File: config.mk
export PLATFORM = sky130hd
export DESIGN_NAME = muldiv_unit
export DESIGN_NICKNAME = d
export VERILOG_FILES = /design/src/rtl/muldiv_pkg.sv /design/src/rtl/muldiv_sign.sv /design/src/rtl/muldiv_unit.sv
export SDC_FILE = /design/constraint.sdc
export NUM_CORES = 1
export LEC_CHECK = 0
export CAP_MARGIN = 40
export CORE_ASPECT_RATIO = 1.2
export CORE_MARGIN = 2
export CORE_UTILIZATION = 25
export CTS_CLUSTER_SIZE = 25
export DETAILED_ROUTE_END_ITERATION = 10
export SLEW_MARGIN = 10
export SYNTH_ARGS = -nofsm -noshare
export SYNTH_HDL_FRONTEND = slang
export SYNTH_SLANG_ARGS = --single-unit
export TNS_END_PERCENT = 20
File: constraint.sdc
create_clock -name clk -period 6.5 [get_ports clk]
set_input_delay 0.975 -clock clk [delete_from_list [all_inputs] [get_ports clk]]
set_output_delay 0.975 -clock clk [all_outputs]
set_load 0.01 [all_outputs]
File: src/rtl/muldiv_pkg.sv
// Shared definitions for the iterative multiply/divide unit: funct3 encodings,
// FSM state type and default datapath width.
package muldiv_pkg;

    localparam int XLEN_DEF = 32;

    localparam logic [2:0] F_MUL    = 3'b000;
    localparam logic [2:0] F_MULH   = 3'b001;
    localparam logic [2:0] F_MULHSU = 3'b010;
    localparam logic [2:0] F_MULHU  = 3'b011;
    localparam logic [2:0] F_DIV    = 3'b100;
    localparam logic [2:0] F_DIVU   = 3'b101;
    localparam logic [2:0] F_REM    = 3'b110;
    localparam logic [2:0] F_REMU   = 3'b111;

    typedef enum logic [1:0] {
        S_IDLE = 2'd0,
        S_CALC = 2'd1,
        S_DONE = 2'd2
    } state_t;

endpackage

File: src/rtl/muldiv_sign.sv
// Combinational sign handling: operand magnitudes/signs on the way in,
// conditional two's-complement of the double-width result on the way out.
module muldiv_sign #(
    parameter int XLEN = 32
) (
    input  logic [XLEN-1:0]   op1,
    input  logic [XLEN-1:0]   op2,
    input  logic              s1,
    input  logic              s2,
    input  logic [2*XLEN-1:0] val,
    input  logic              neg_val,
    output logic [XLEN-1:0]   mag1,
    output logic [XLEN-1:0]   mag2,
    output logic              neg1,
    output logic              neg2,
    output logic [2*XLEN-1:0] val_out
);

    assign neg1    = s1 & op1[XLEN-1];
    assign neg2    = s2 & op2[XLEN-1];
    assign mag1    = neg1 ? -op1 : op1;
    assign mag2    = neg2 ? -op2 : op2;
    assign val_out = neg_val ? -val : val;

endmodule

File: src/rtl/muldiv_unit.sv
// Radix-2 iterative multiply/divide (RV32M-style funct3), XLEN iterations + 1
// finalize edge; divide-by-zero and signed overflow finish after a single edge.
module muldiv_unit
    import muldiv_pkg::*;
#(
    parameter int XLEN = XLEN_DEF
) (
    input  logic            clk,
    input  logic            rst,
    input  logic            start,
    input  logic [2:0]      field,
    input  logic [XLEN-1:0] op1,
    input  logic [XLEN-1:0] op2,
    input  logic            flush,
    output logic            ready,
    output logic            done,
    output logic [XLEN-1:0] result
);

    localparam int CW = $clog2(XLEN) + 1;

    state_t          state;
    logic [CW-1:0]   cnt;
    logic [2:0]      op;
    logic [XLEN-1:0] opd;
    logic [XLEN-1:0] hi;
    logic [XLEN-1:0] lo;
    logic            neg1_r;
    logic            neg2_r;
    logic            byp;

    logic            s1, s2, is_div, div0, ovf;
    logic [XLEN-1:0] mag1, mag2, byp_val;
    logic            neg1, neg2;
    logic [XLEN:0]   mul_sum, div_t, div_d;
    logic            div_ok;
    logic [2*XLEN-1:0] fin_val, fin_out;
    logic            fin_neg;
    logic [XLEN-1:0] fin_res;

    assign ready = (state != S_CALC);

    always_comb begin
        is_div = field[2];
        s1     = (field == F_MUL) || (field == F_MULH) || (field == F_MULHSU) ||
                 (field == F_DIV) || (field == F_REM);
        s2     = (field == F_MUL) || (field == F_MULH) ||
                 (field == F_DIV) || (field == F_REM);
        div0   = is_div && (op2 == '0);
        ovf    = ((field == F_DIV) || (field == F_REM)) &&
                 (op1 == {1'b1, {(XLEN-1){1'b0}}}) && (op2 == '1);
        // Remainder ops (field[1]) take the remainder side of the special-case table
        if (div0)
            byp_val = field[1] ? op1 : '1;
        else
            byp_val = field[1] ? '0 : op1;
    end

    always_comb begin
        mul_sum = {1'b0, hi} + (lo[0] ? {1'b0, opd} : '0);
        div_t   = {hi, lo[XLEN-1]};
        div_d   = div_t - {1'b0, opd};
        div_ok  = !div_d[XLEN];
    end

    // Quotient sign is the XOR of operand signs; remainder follows the dividend
    always_comb begin
        fin_val = {hi, lo};
        fin_neg = neg1_r ^ neg2_r;
        if (op[2]) begin
            fin_val = {{XLEN{1'b0}}, (op[1] ? hi : lo)};
            fin_neg = op[1] ? neg1_r : (neg1_r ^ neg2_r);
        end
        fin_res = (op == F_MUL || op[2]) ? fin_out[XLEN-1:0] : fin_out[2*XLEN-1:XLEN];
    end

    muldiv_sign #(.XLEN(XLEN)) u_sign (
        .op1     (op1),
        .op2     (op2),
        .s1      (s1),
        .s2      (s2),
        .val     (fin_val),
        .neg_val (fin_neg),
        .mag1    (mag1),
        .mag2    (mag2),
        .neg1    (neg1),
        .neg2    (neg2),
        .val_out (fin_out)
    );

    always_ff @(posedge clk or posedge rst) begin
        if (rst) begin
            state  <= S_IDLE;
            cnt    <= '0;
            op     <= '0;
            opd    <= '0;
            hi     <= '0;
            lo     <= '0;
            neg1_r <= 1'b0;
            neg2_r <= 1'b0;
            byp    <= 1'b0;
            done   <= 1'b0;
            result <= '0;
        end else begin
            done <= 1'b0;
            if (flush) begin
                state <= S_IDLE;
            end else begin
                case (state)
                    S_IDLE, S_DONE: begin
                        state <= S_IDLE;
                        if (start) begin
                            state  <= S_CALC;
                            op     <= field;
                            cnt    <= '0;
                            hi     <= '0;
                            neg1_r <= neg1;
                            neg2_r <= neg2;
                            byp    <= div0 || ovf;
                            opd    <= is_div ? mag2 : mag1;
                            lo     <= (div0 || ovf) ? byp_val : (is_div ? mag1 : mag2);
                        end
                    end
                    S_CALC: begin
                        if (byp || cnt == CW'(XLEN)) begin
                            result <= byp ? lo : fin_res;
                            done   <= 1'b1;
                            state  <= S_DONE;
                        end else begin
                            cnt <= cnt + CW'(1);
                            if (op[2]) begin
                                hi <= div_ok ? div_d[XLEN-1:0] : div_t[XLEN-1:0];
                                lo <= {lo[XLEN-2:0], div_ok};
                            end else begin
                                hi <= mul_sum[XLEN:1];
                                lo <= {mul_sum[0], lo[XLEN-1:1]};
                            end
                        end
                    end
                    default: state <= S_IDLE;
                endcase
            end
        end
    end

endmodule

==> summary.md, run 1 <==
| Metric | Value |
|---|---|
| Final Skew | `about 0.015 ns` |
| CTS root buf | `clkbuf_16` |
| Final setup violating endpoints | `0` |
| Clock Tree Buf Depth | `2` |
| Startpoint type of the worst setup path | `register` |
| Vias per Instance | `5.58` |
| Die Ht | `around 280 um` |
| Num rows | `100` |
| CTS tree | `done` |
| Most common cell after layout, fill and taps aside | `nand2_1` |
| Multi-input gate area | `around 0.011 sq mm` |
| Initial antenna violation count | `1` |
| Most frequent cells in the layout | `217 x nand2_1, 192 x o21ai_0, 175 x nor2_1` |
| Via count | `approximately 16000` |
| Crit-path slowest cell | `dfrtp_4` |
| Sink Count | `~140` |
| Syn_nets | `roughly 2200` |
| Post-CTS sizing | `0` |
| Slew @ Worst Pin | `between 0.9 and 1 ns` |
| MaxCap Viol Count | `0` |
| Crit end category | `register` |
| Sum Neg Setup Slack | `0 ns` |
| Most used DFF post-synth | `dfrtp_1` |
| Status | `finished, final reports clean` |
| Post-CTS Setup Inserts | `0` |
| Slowest Stage Delay on Critical Path | `0.84 ns` |
| First-pass GRT wire length | `a little under 100000 um` |
| Hold-fix buffers, CTS | `0` |
| Power Dens Cells | `a little under 400 mW/mm^2` |
| Largest net degree at the start of global routing | `65` |
| Yosys warns | `0` |
| Async SR Flop Fraction | `1.00` |
| I/O pin count | `105` |
| Vias in the first global route | `roughly 15000` |
| RSZ-0062 raised after global routing | `false` |
| Flip-flop and latch count after synthesis | `between 100 and 150` |
| Synthesized area | `about 0.016 sq mm` |
| CP Cell Sequence | `buf_4 > or4bb_1 > a221oi_2 > nand4_1 > or4_1 > o21ai_2 > xor2_1 > a222oi_1 > mux2_2` |
| Initial core utilization | `0.253` |
| Gpl congestion | `0.980` |
| Post-DP HPWL | `roughly 49000 um` |
| Final-stage net count | `between 2000 and 2500` |
| Inserted Diodes | `0` |
| Die Footprint | `~0.065 sq mm` |
| Total grt overflow | `0` |
| Yosys cell types | `between 80 and 90` |
| DIE WIDTH | `approximately 230 um` |
| Share of cells above drive strength 1 | `0.0590` |
| Gate Count Post-Synth | `2100` |
| Number of flops mapped to enable cells by yosys | `0` |
| Post-synthesis average cell area | `about 7.5 sq um` |
| CP Data Arrival Time | `slightly below 5 ns` |
| Reg clk slew, reported paths | `~0.07 ns` |
| Synth area leaders | `dfrtp_1 23%, o21ai_0 6.1%, xnor2_1 6.0%` |
| Area share of the largest cell type after synthesis | `0.228` |
| Area delta synth->final | `14.8%` |
| Number of buffers created by CTS | `17` |
| Critical Path RT | `a little under 7 ns` |
| Fill cell count | `just under 7000` |
| Drt first pass iters | `7` |
| H-Tree Depth | `4` |
| Period utilization | `0.699` |
| Post-route ant nets | `0` |
| Worst setup path class | `register to register` |
| Final Hold Fails | `0` |
| Worst-path maximum fanout | `52` |
| Port bufs | `between 100 and 150` |
| Hold/Removal Path Class | `register to register` |
| Total track usage | `0.192` |
| Post-synth top area cell | `dfrtp_1` |
| Area after DPL | `0.0175 sq mm` |
| DRC Markers | `0` |
| Rel. slew slack | `0.390` |
| P_leak | `7.18 nW` |
| Clk Latency, worst-skew pair | `roughly 0.46 ns` |
| Core area | `0.0622 sq mm` |
| Final min period | `between 4 and 5 ns` |
| FF+latch area | `around 0.0036 sq mm` |
| Iter 0 DRT Violations | `1701` |
| Fin area | `roughly 0.018 sq mm` |
| Routed WL per cell | `between 20 and 25 um` |
| Drt total wl | `approximately 63000 um` |
| Peak supply drop | `0.199 mV` |
| Post-synthesis sequential area ratio | `0.228` |
| Achievable Freq | `roughly 220 MHz` |
| Max-slew violation count | `0` |
-- metrics by stage --
step | hold WS (ns) | cells | total power (W) | setup WS, ns | utilization
after global placement | 0.464 | 2895 | 0.00589 | 1.71 | 0.280
after global routing | 0.517 | 2933 | 0.00745 | 1.71 | 0.290
final | 0.482 | 2933 | 0.00697 | 1.95 | 0.290
after CTS | 0.489 | 2933 | 0.00690 | 2.07 | 0.290
after detailed placement | 0.472 | 2901 | 0.00591 | 1.66 | 0.281
after floorplan | 0.463 | 2100 | 0.00466 | 1.69 | -
-- path summary, 6_finish.rpt --
check / startpoint / end / slack, ns / cells after the start
hold / removal: result[18] / result[18] / 0.48 / 2
hold reg to reg: result[18] / result[18] / 0.48 / 2
setup reg to reg: op[2] / result[16] / 1.95 / 9
setup / recovery: op[2] / result[16] / 1.95 / 9
max in group asynchronous: rst / cnt[0] / 4.33 / 3
min in group asynchronous: rst / hi[24] / 0.97 / 2
-- state kept, by name, summed over array words and instances (netlist names) --
signal / cells
lo: 32
result: 32
state: 2
cnt: 6
neg2_r: 1
op: 3
byp: 1
hi: 32
done: 1
neg1_r: 1
opd: 32
-- where the power goes --
| group | switching, W | internal, W |
|---|---|---|
| Clock | 0.000468 | 0.000501 |
| Sequential | 0.000667 | 0.00109 |
| Combinational | 0.00249 | 0.00176 |
| Total | 0.00362 | 0.00335 |
-- layout make-up --
cell class              count  area share
multi-input cells        1725       0.622
flip-flops and latches    143       0.198
repair buffers            145      0.0769
well taps                 816      0.0566
clock buffers              17      0.0236
inverters                  72      0.0152
clock inverters            15     0.00707
-- logic make-up (layout without fill, tap and decap cells) --
family,after synthesis,count (layout),share of synthesized area
AND/OR/NAND/NOR,700,700,0.219
AO/OA/AOI/OAI,684,684,0.275
multiplexers,100,100,0.0648
buffers and inverters,232,249,0.0610
adder cells (fa/ha/maj),72,72,0.0582
flip-flops,143,143,0.228
XOR/XNOR,169,169,0.0941
-- Yosys cell counts, types with 10 or more instances --
master / instances
nand2_1: 217
o21ai_0: 192
nor2_1: 176
a21oi_1: 172
dfrtp_1: 143
clkbuf_1: 117
xnor2_1: 108
mux2i_1: 85
ha_1: 70
inv_1: 70
xor2_1: 61
nand3_1: 50
nor3_1: 50
o211ai_1: 44
and2_1: 43
a31oi_1: 33
a211oi_1: 27
nor4_1: 24
a21o_1: 22
nand4_1: 22
o31ai_1: 22
a22oi_1: 20
and3_1: 17
buf_1: 17
or3_1: 16
mux2_2: 15
nand2b_1: 15
o21a_1: 15
o221ai_1: 13
buf_2: 12
o22ai_1: 12
o41ai_1: 11
or4_1: 10
-- critical path: cells and delay by family (launching register included) --
kind / cells / cell delay (ns)
XOR/XNOR: 1 / 0.08
flip-flops: 1 / 0.84
multiplexers: 1 / 0.22
AO/OA/AOI/OAI: 3 / 1.18
buffers and inverters: 1 / 0.51
AND/OR/NAND/NOR: 3 / 1.63
-- metal layers --
metal	part of all wire	global-route usage	wire [um]
met5	0	0	0
met4	0.050	0.0900	3170
met3	0.060	0.0245	3780
met2	0.47	0.321	30000
met1	0.42	0.245	26300
Power figures use the tool's default switching activity.
==> run 2: changes to the inputs <==
==> constraint.sdc (replaced) <==
create_clock -name clk -period 4.4 [get_ports clk]
set_input_delay 0.66 -clock clk [delete_from_list [all_inputs] [get_ports clk]]
set_output_delay 0.66 -clock clk [all_outputs]
set_load 0.01 [all_outputs]
==> run 2 against run 1 <==
Compared with the run above:
- global-route usage increased by 0.56 points
- total power increased by 54%
- sequential power increased by 27%
- worst setup slack got worse by 1.5 ns
- routed wire length increased by 2.6%
- cell count increased by 2.0%
- utilization increased by 0.86 points
- non-clock buffer count increased by 58
- critical path type unchanged
- largest power group unchanged
- largest cell class unchanged
==> summary.md, run 2 (synthesis gave the netlist of run 1 again) <==
| Metric | Value |
|---|---|
| Status | `finished, final reports clean` |
| Reg-to-Reg Start | `op[2]` |
| Worst hold endpoint | `result[9]` |
| Peak supply drop | `0.340 mV` |
| Via count | `16600` |
| Hold/Removal Path Class | `register to register` |
| First-pass GRT wire length | `around 98000 um` |
| Place WS | `around 0.41 ns` |
| DIE WIDTH | `between 200 and 250 um` |
| Hold path start | `result[9]` |
| Worst setup path class | `register to register` |
| Sink Count | `roughly 140` |
| Hold-fix buffers, CTS | `0` |
| DRC Markers | `0` |
| H-Tree Depth | `4` |
| Reg clk slew, reported paths | `around 0.070 ns` |
| Initial antenna violation count | `0` |
| Power Dens Cells | `579 mW/mm^2` |
| Setup ws final | `approximately 0.41 ns` |
| Rel. slew slack | `0.497` |
| Sum Neg Setup Slack | `0 ns` |
| Die Footprint | `between 0.06 and 0.07 sq mm` |
| Core area | `0.0622 sq mm` |
| Post-route ant nets | `0` |
| Fin Hold WS | `approximately 0.47 ns` |
| RSZ-0062 raised after global routing | `false` |
| CTS root buf | `clkbuf_16` |
| Worst-path maximum fanout | `24` |
| Clock Tree Buf Depth | `2` |
| Max-slew violation count | `0` |
| Most frequent cells in the layout | `217 x nand2_1, 192 x o21ai_0, 175 x nor2_1` |
| Drt first pass iters | `6` |
| MaxCap Viol Count | `0` |
| R2R Setup Slk | `between 0.4 and 0.5 ns` |
| Gpl congestion | `between 0.9 and 1` |
| Final Skew | `roughly 0.02 ns` |
| Final Hold Fails | `0` |
| Fill cell count | `around 6700` |
| P_leak | `roughly 7.5 nW` |
| Post-CTS sizing | `0` |
| Num rows | `100` |
| Total grt overflow | `0` |
| Achievable Freq | `around 250 MHz` |
| R2R Path End | `result[16]` |
| Initial core utilization | `0.253` |
| CP Data Arrival Time | `approximately 4.3 ns` |
| Inserted Diodes | `0` |
| FF+latch area | `around 0.0036 sq mm` |
| Multi-input gate area | `about 0.011 sq mm` |
| Worst Reg-to-Reg Cells | `10` |
| Most common cell after layout, fill and taps aside | `nand2_1` |
| Slew @ Worst Pin | `~0.75 ns` |
| Number of buffers created by CTS | `17` |
| Port bufs | `roughly 100` |
| Total track usage | `0.198` |
| Startpoint type of the worst setup path | `register` |
| Routed WL per cell | `approximately 22 um` |
| I/O pin count | `roughly 110` |
| Clk Latency, worst-skew pair | `roughly 0.46 ns` |
| Iter 0 DRT Violations | `1709` |
| Vias per Instance | `5.56` |
| Post-DP HPWL | `approximately 51000 um` |
| Share of cells above drive strength 1 | `0.0837` |
| Die Ht | `279 um` |
| CTS tree | `done` |
| Worst Hold Depth | `2` |
| Drt total wl | `~65000 um` |
| Largest net degree at the start of global routing | `70` |
| Final min period | `between 3 and 4 ns` |
| Area delta synth->final | `18.2%` |
| Post-CTS Setup Inserts | `0` |
| Vias in the first global route | `around 16000` |
| Final-stage net count | `~2300` |
| Critical Path RT | `around 4.7 ns` |
| Final setup violating endpoints | `0` |
| Crit end category | `register` |
| Period utilization | `0.907` |
==> run 2: cell count changes in the layout (fill, tap and decap cells not counted), moves of 2 or more <==
cell       before  now
buf_4          36   92
buf_12          0    5
inv_6           8    4
bufinv_16       0    2
clkbuf_8        0    2
clkinv_2        2    0
==> run 2: worst max-delay path by stage <==
stage | from | end | slack, ns | depth (start not counted)
floorplan | op[2] | result[16] | 0.1 | 16
global placement | op2[17] | lo[7] | 0.42 | 10
detailed placement | op2[17] | lo[7] | 0.41 | 10
CTS | op[2] | result[16] | 0.51 | 11
global route | hi[0] | hi[20] | 0.29 | 14
finish | op[2] | result[16] | 0.41 | 10
==> run 2: layout make-up <==
| type | count | area share |
|---|---|---|
| inverters | 72 | 0.0147 |
| repair buffers | 203 | 0.101 |
| clock buffers | 20 | 0.0246 |
| well taps | 816 | 0.0549 |
| clock inverters | 12 | 0.00801 |
| multi-input cells | 1725 | 0.604 |
| flip-flops and latches | 143 | 0.193 |
==> run 2: critical path: stages (launching register included) <==
cell      delay (ns)
dfrtp_4         0.61
buf_4           0.28
or4bb_1         0.48
a221oi_1        0.44
nand4_1         0.34
or4_1           0.78
o21ai_2         0.22
xor2_1          0.18
a222oi_1        0.11
buf_4           0.17
mux2_2          0.25
==> run 2: layer usage <==
layer	GRT usage	share of wire	vias up
met5	0	0	-
met1	0.249	0.41	7855
met3	0.0279	0.064	191
met2	0.326	0.46	749
met4	0.106	0.061	0
li1	-	-	7824
==> run 2: stage by stage <==
step	total power [W]	utilization	std cells	instance area, sq um
after CTS	0.0106	0.299	2991	18600
after detailed placement	0.00902	0.289	2959	18000
final	0.0108	0.299	2991	18600
after global placement	0.00903	0.288	2955	17900
after global routing	0.0115	0.299	2991	18600
after floorplan	0.00688	-	2100	15700
==> run 2: where the power goes <==
part | total [W] | internal [W] | switching (W) | leakage (nW)
sequential | 0.00224 | 0.00162 | 0.000620 | 1.81
clock | 0.00155 | 0.000880 | 0.000673 | 0.294
combinational | 0.00696 | 0.00281 | 0.00415 | 5.39
==> run 3: changes to the inputs <==
--- a/config.mk
+++ b/config.mk
@@ -11,6 +11,7 @@
 export CORE_UTILIZATION = 25
 export CTS_CLUSTER_SIZE = 25
 export DETAILED_ROUTE_END_ITERATION = 10
+export PLACE_DENSITY = 0.52
 export SLEW_MARGIN = 10
 export SYNTH_ARGS = -nofsm -noshare
 export SYNTH_HDL_FRONTEND = slang
==> run 3 against run 2 <==
Compared with the run above:
- cell count rose by 0.64%
- design area grew 0.44%
- non-clock buffer count increased by 18
- largest power group unchanged
==> summary.md, run 3 (synthesis gave the netlist of run 1 again) <==
| Metric | Value |
|---|---|
| Status | `finished, final reports clean` |
| DRC Markers | `0` |
| P_leak | `around 7.6 nW` |
| Final-stage net count | `2323` |
| Number of buffers created by CTS | `17` |
| Bufs and invs on worst path | `3` |
| Hold/Removal Path Class | `register to register` |
| Worst-path maximum fanout | `26` |
| Most frequent cells in the layout | `217 x nand2_1, 192 x o21ai_0, 175 x nor2_1` |
| Die Footprint | `between 0.06 and 0.07 sq mm` |
| Via count | `16800` |
| Initial core utilization | `0.253` |
| Port bufs | `approximately 100` |
| Num rows | `100` |
| Max-slew violation count | `0` |
| Sum Neg Setup Slack | `0 ns` |
| Crit-path slowest cell | `o41ai_1` |
| Drt total wl | `between 60000 and 70000 um` |
| I/O pin count | `105` |
| Final setup violating endpoints | `0` |
| Area delta synth->final | `18.7%` |
| Core area | `0.0622 sq mm` |
| Die Ht | `279 um` |
| Clock Tree Buf Depth | `2` |
| DIE WIDTH | `~230 um` |
| Slew @ Worst Pin | `0.900 ns` |
| Total track usage | `0.211` |
| MaxCap Viol Count | `0` |
| Drt first pass iters | `5` |
| Finished Layout Cells | `3010` |
| Power Dens Cells | `just under 600 mW/mm^2` |
| Clk Latency, worst-skew pair | `0.47 ns` |
| First-pass GRT wire length | `104000 um` |
| Hold-fix buffers, CTS | `0` |
| H-Tree Depth | `4` |
| GRT met2 Usage | `0.359` |
| Largest net degree at the start of global routing | `67` |
| Peak supply drop | `0.245 mV` |
| Final Hold Fails | `0` |
| Post-CTS sizing | `0` |
| Most common cell after layout, fill and taps aside | `nand2_1` |
| Share of cells above drive strength 1 | `0.0917` |
| GR peak layer | `met2` |
| Post-DP HPWL | `between 50000 and 60000 um` |
| CP Cell Sequence | `ha_1 > fa_1 > nand2b_1 > a21oi_1 > o41ai_1 > clkdlybuf4s15_2 > o41ai_1 > buf_4 > nor4_1 > nor4_4 > buf_12 > mux2_2 > a221o_1` |
| Rel. slew slack | `0.398` |
| Iter 0 DRT Violations | `approximately 1300` |
| Gpl congestion | `between 1 and 1.5` |
| Vias in the first global route | `16300` |
| Most used cell, CP | `o41ai_1` |
| Initial antenna violation count | `1` |
| Total grt overflow | `0` |
| Fin Hold WS | `between 0.4 and 0.5 ns` |
| Worst setup path class | `register to register` |
| Post-CTS Setup Inserts | `0` |
| Reg clk slew, reported paths | `approximately 0.07 ns` |
| Sink Count | `143` |
| Place WS | `approximately 0.25 ns` |
| Grt met3 use | `0.0260` |
| Post-route ant nets | `0` |
| Achievable Freq | `between 200 and 250 MHz` |
| Final min period | `around 4.2 ns` |
| RSZ-0062 raised after global routing | `false` |
| CTS root buf | `clkbuf_16` |
| Placed Cells | `approximately 3000` |
| Crit end category | `register` |
| Vias per Instance | `about 5.6` |
| CP Data Arrival Time | `4.54 ns` |
| Period utilization | `0.954` |
| Routed WL per cell | `around 23 um` |
| Critical Path RT | `4.75 ns` |
| Final Skew | `0.0197 ns` |
| CTS tree | `done` |
| CP top delay family | `compound AO/OA/AOI/OAI gates` |
| Slowest Stage Delay on Critical Path | `between 0.5 and 0.6 ns` |
| Setup ws final | `just over 0.2 ns` |
| Met1 usage in global routing | `0.261` |
| Startpoint type of the worst setup path | `register` |
[run 3: cell count changes in the layout (fill, tap and decap cells not counted), sizes merged, moves of 3 or more]
| cell | change |
|---|---|
| clkbuf | -3 |
| clkinv | -3 |
| buf | +17 |
| inv | +6 |
[run 3: metrics by stage]
step / power (W) / area (sq um) / utilization
3_3_place_gp: 0.00930 / 18100 / 0.291
4_1_cts: 0.0109 / 18700 / 0.300
2_1_floorplan: 0.00688 / 15700 / -
5_1_grt: 0.0117 / 18700 / 0.300
6_report: 0.0110 / 18700 / 0.300
3_5_place_dp: 0.00935 / 18100 / 0.291
[run 3: layer usage]
| layer | share of wire | routed length (um) |
|---|---|---|
| met1 | 0.41 | 28600 |
| met4 | 0.053 | 3700 |
| met5 | 0 | 0 |
| met2 | 0.48 | 33400 |
| met3 | 0.049 | 3410 |
[run 3: worst reg2reg max path, delay by kind of cell, from the launching register on]
| family | cells | cell delay (ns) |
|---|---|---|
| buffers and inverters | 3 | 0.77 |
| AOI/OAI and AO/OA | 4 | 1.25 |
| and+or+nand+nor | 3 | 0.68 |
| adders and majority gates | 2 | 0.64 |
| DFF | 1 | 0.39 |
| muxes | 1 | 0.36 |
[run 3: path summary, 6_finish.rpt]
kind | endpoint | cells past startpoint | startpoint | slack (ns)
setup / recovery | hi[18] | 13 | opd[0] | 0.20
hold / removal | result[4] | 2 | result[4] | 0.48
setup reg to reg | hi[18] | 13 | opd[0] | 0.20
hold reg to reg | result[4] | 2 | result[4] | 0.48
max in group asynchronous | opd[14] | 3 | rst | 2.96
min in group asynchronous | hi[23] | 2 | rst | 0.51
[run 3: area by class of cell]
cell class                 count  area, sq um
fill                        6717        43500
antenna                        1         2.50
tap                          816         1020
multi-input combinational   1725        11200
sequential                   143         3580
clock buffer                  17          425
inverter                      72          274
clock inverter                15          161
timing repair buffer         221         1970
[run 3: report_power, final]
group	leakage, nW	switching (W)	internal [W]
Combinational	5.47	0.00454	0.00291
Sequential	1.81	0.000408	0.00162
Clock	0.287	0.000717	0.000808
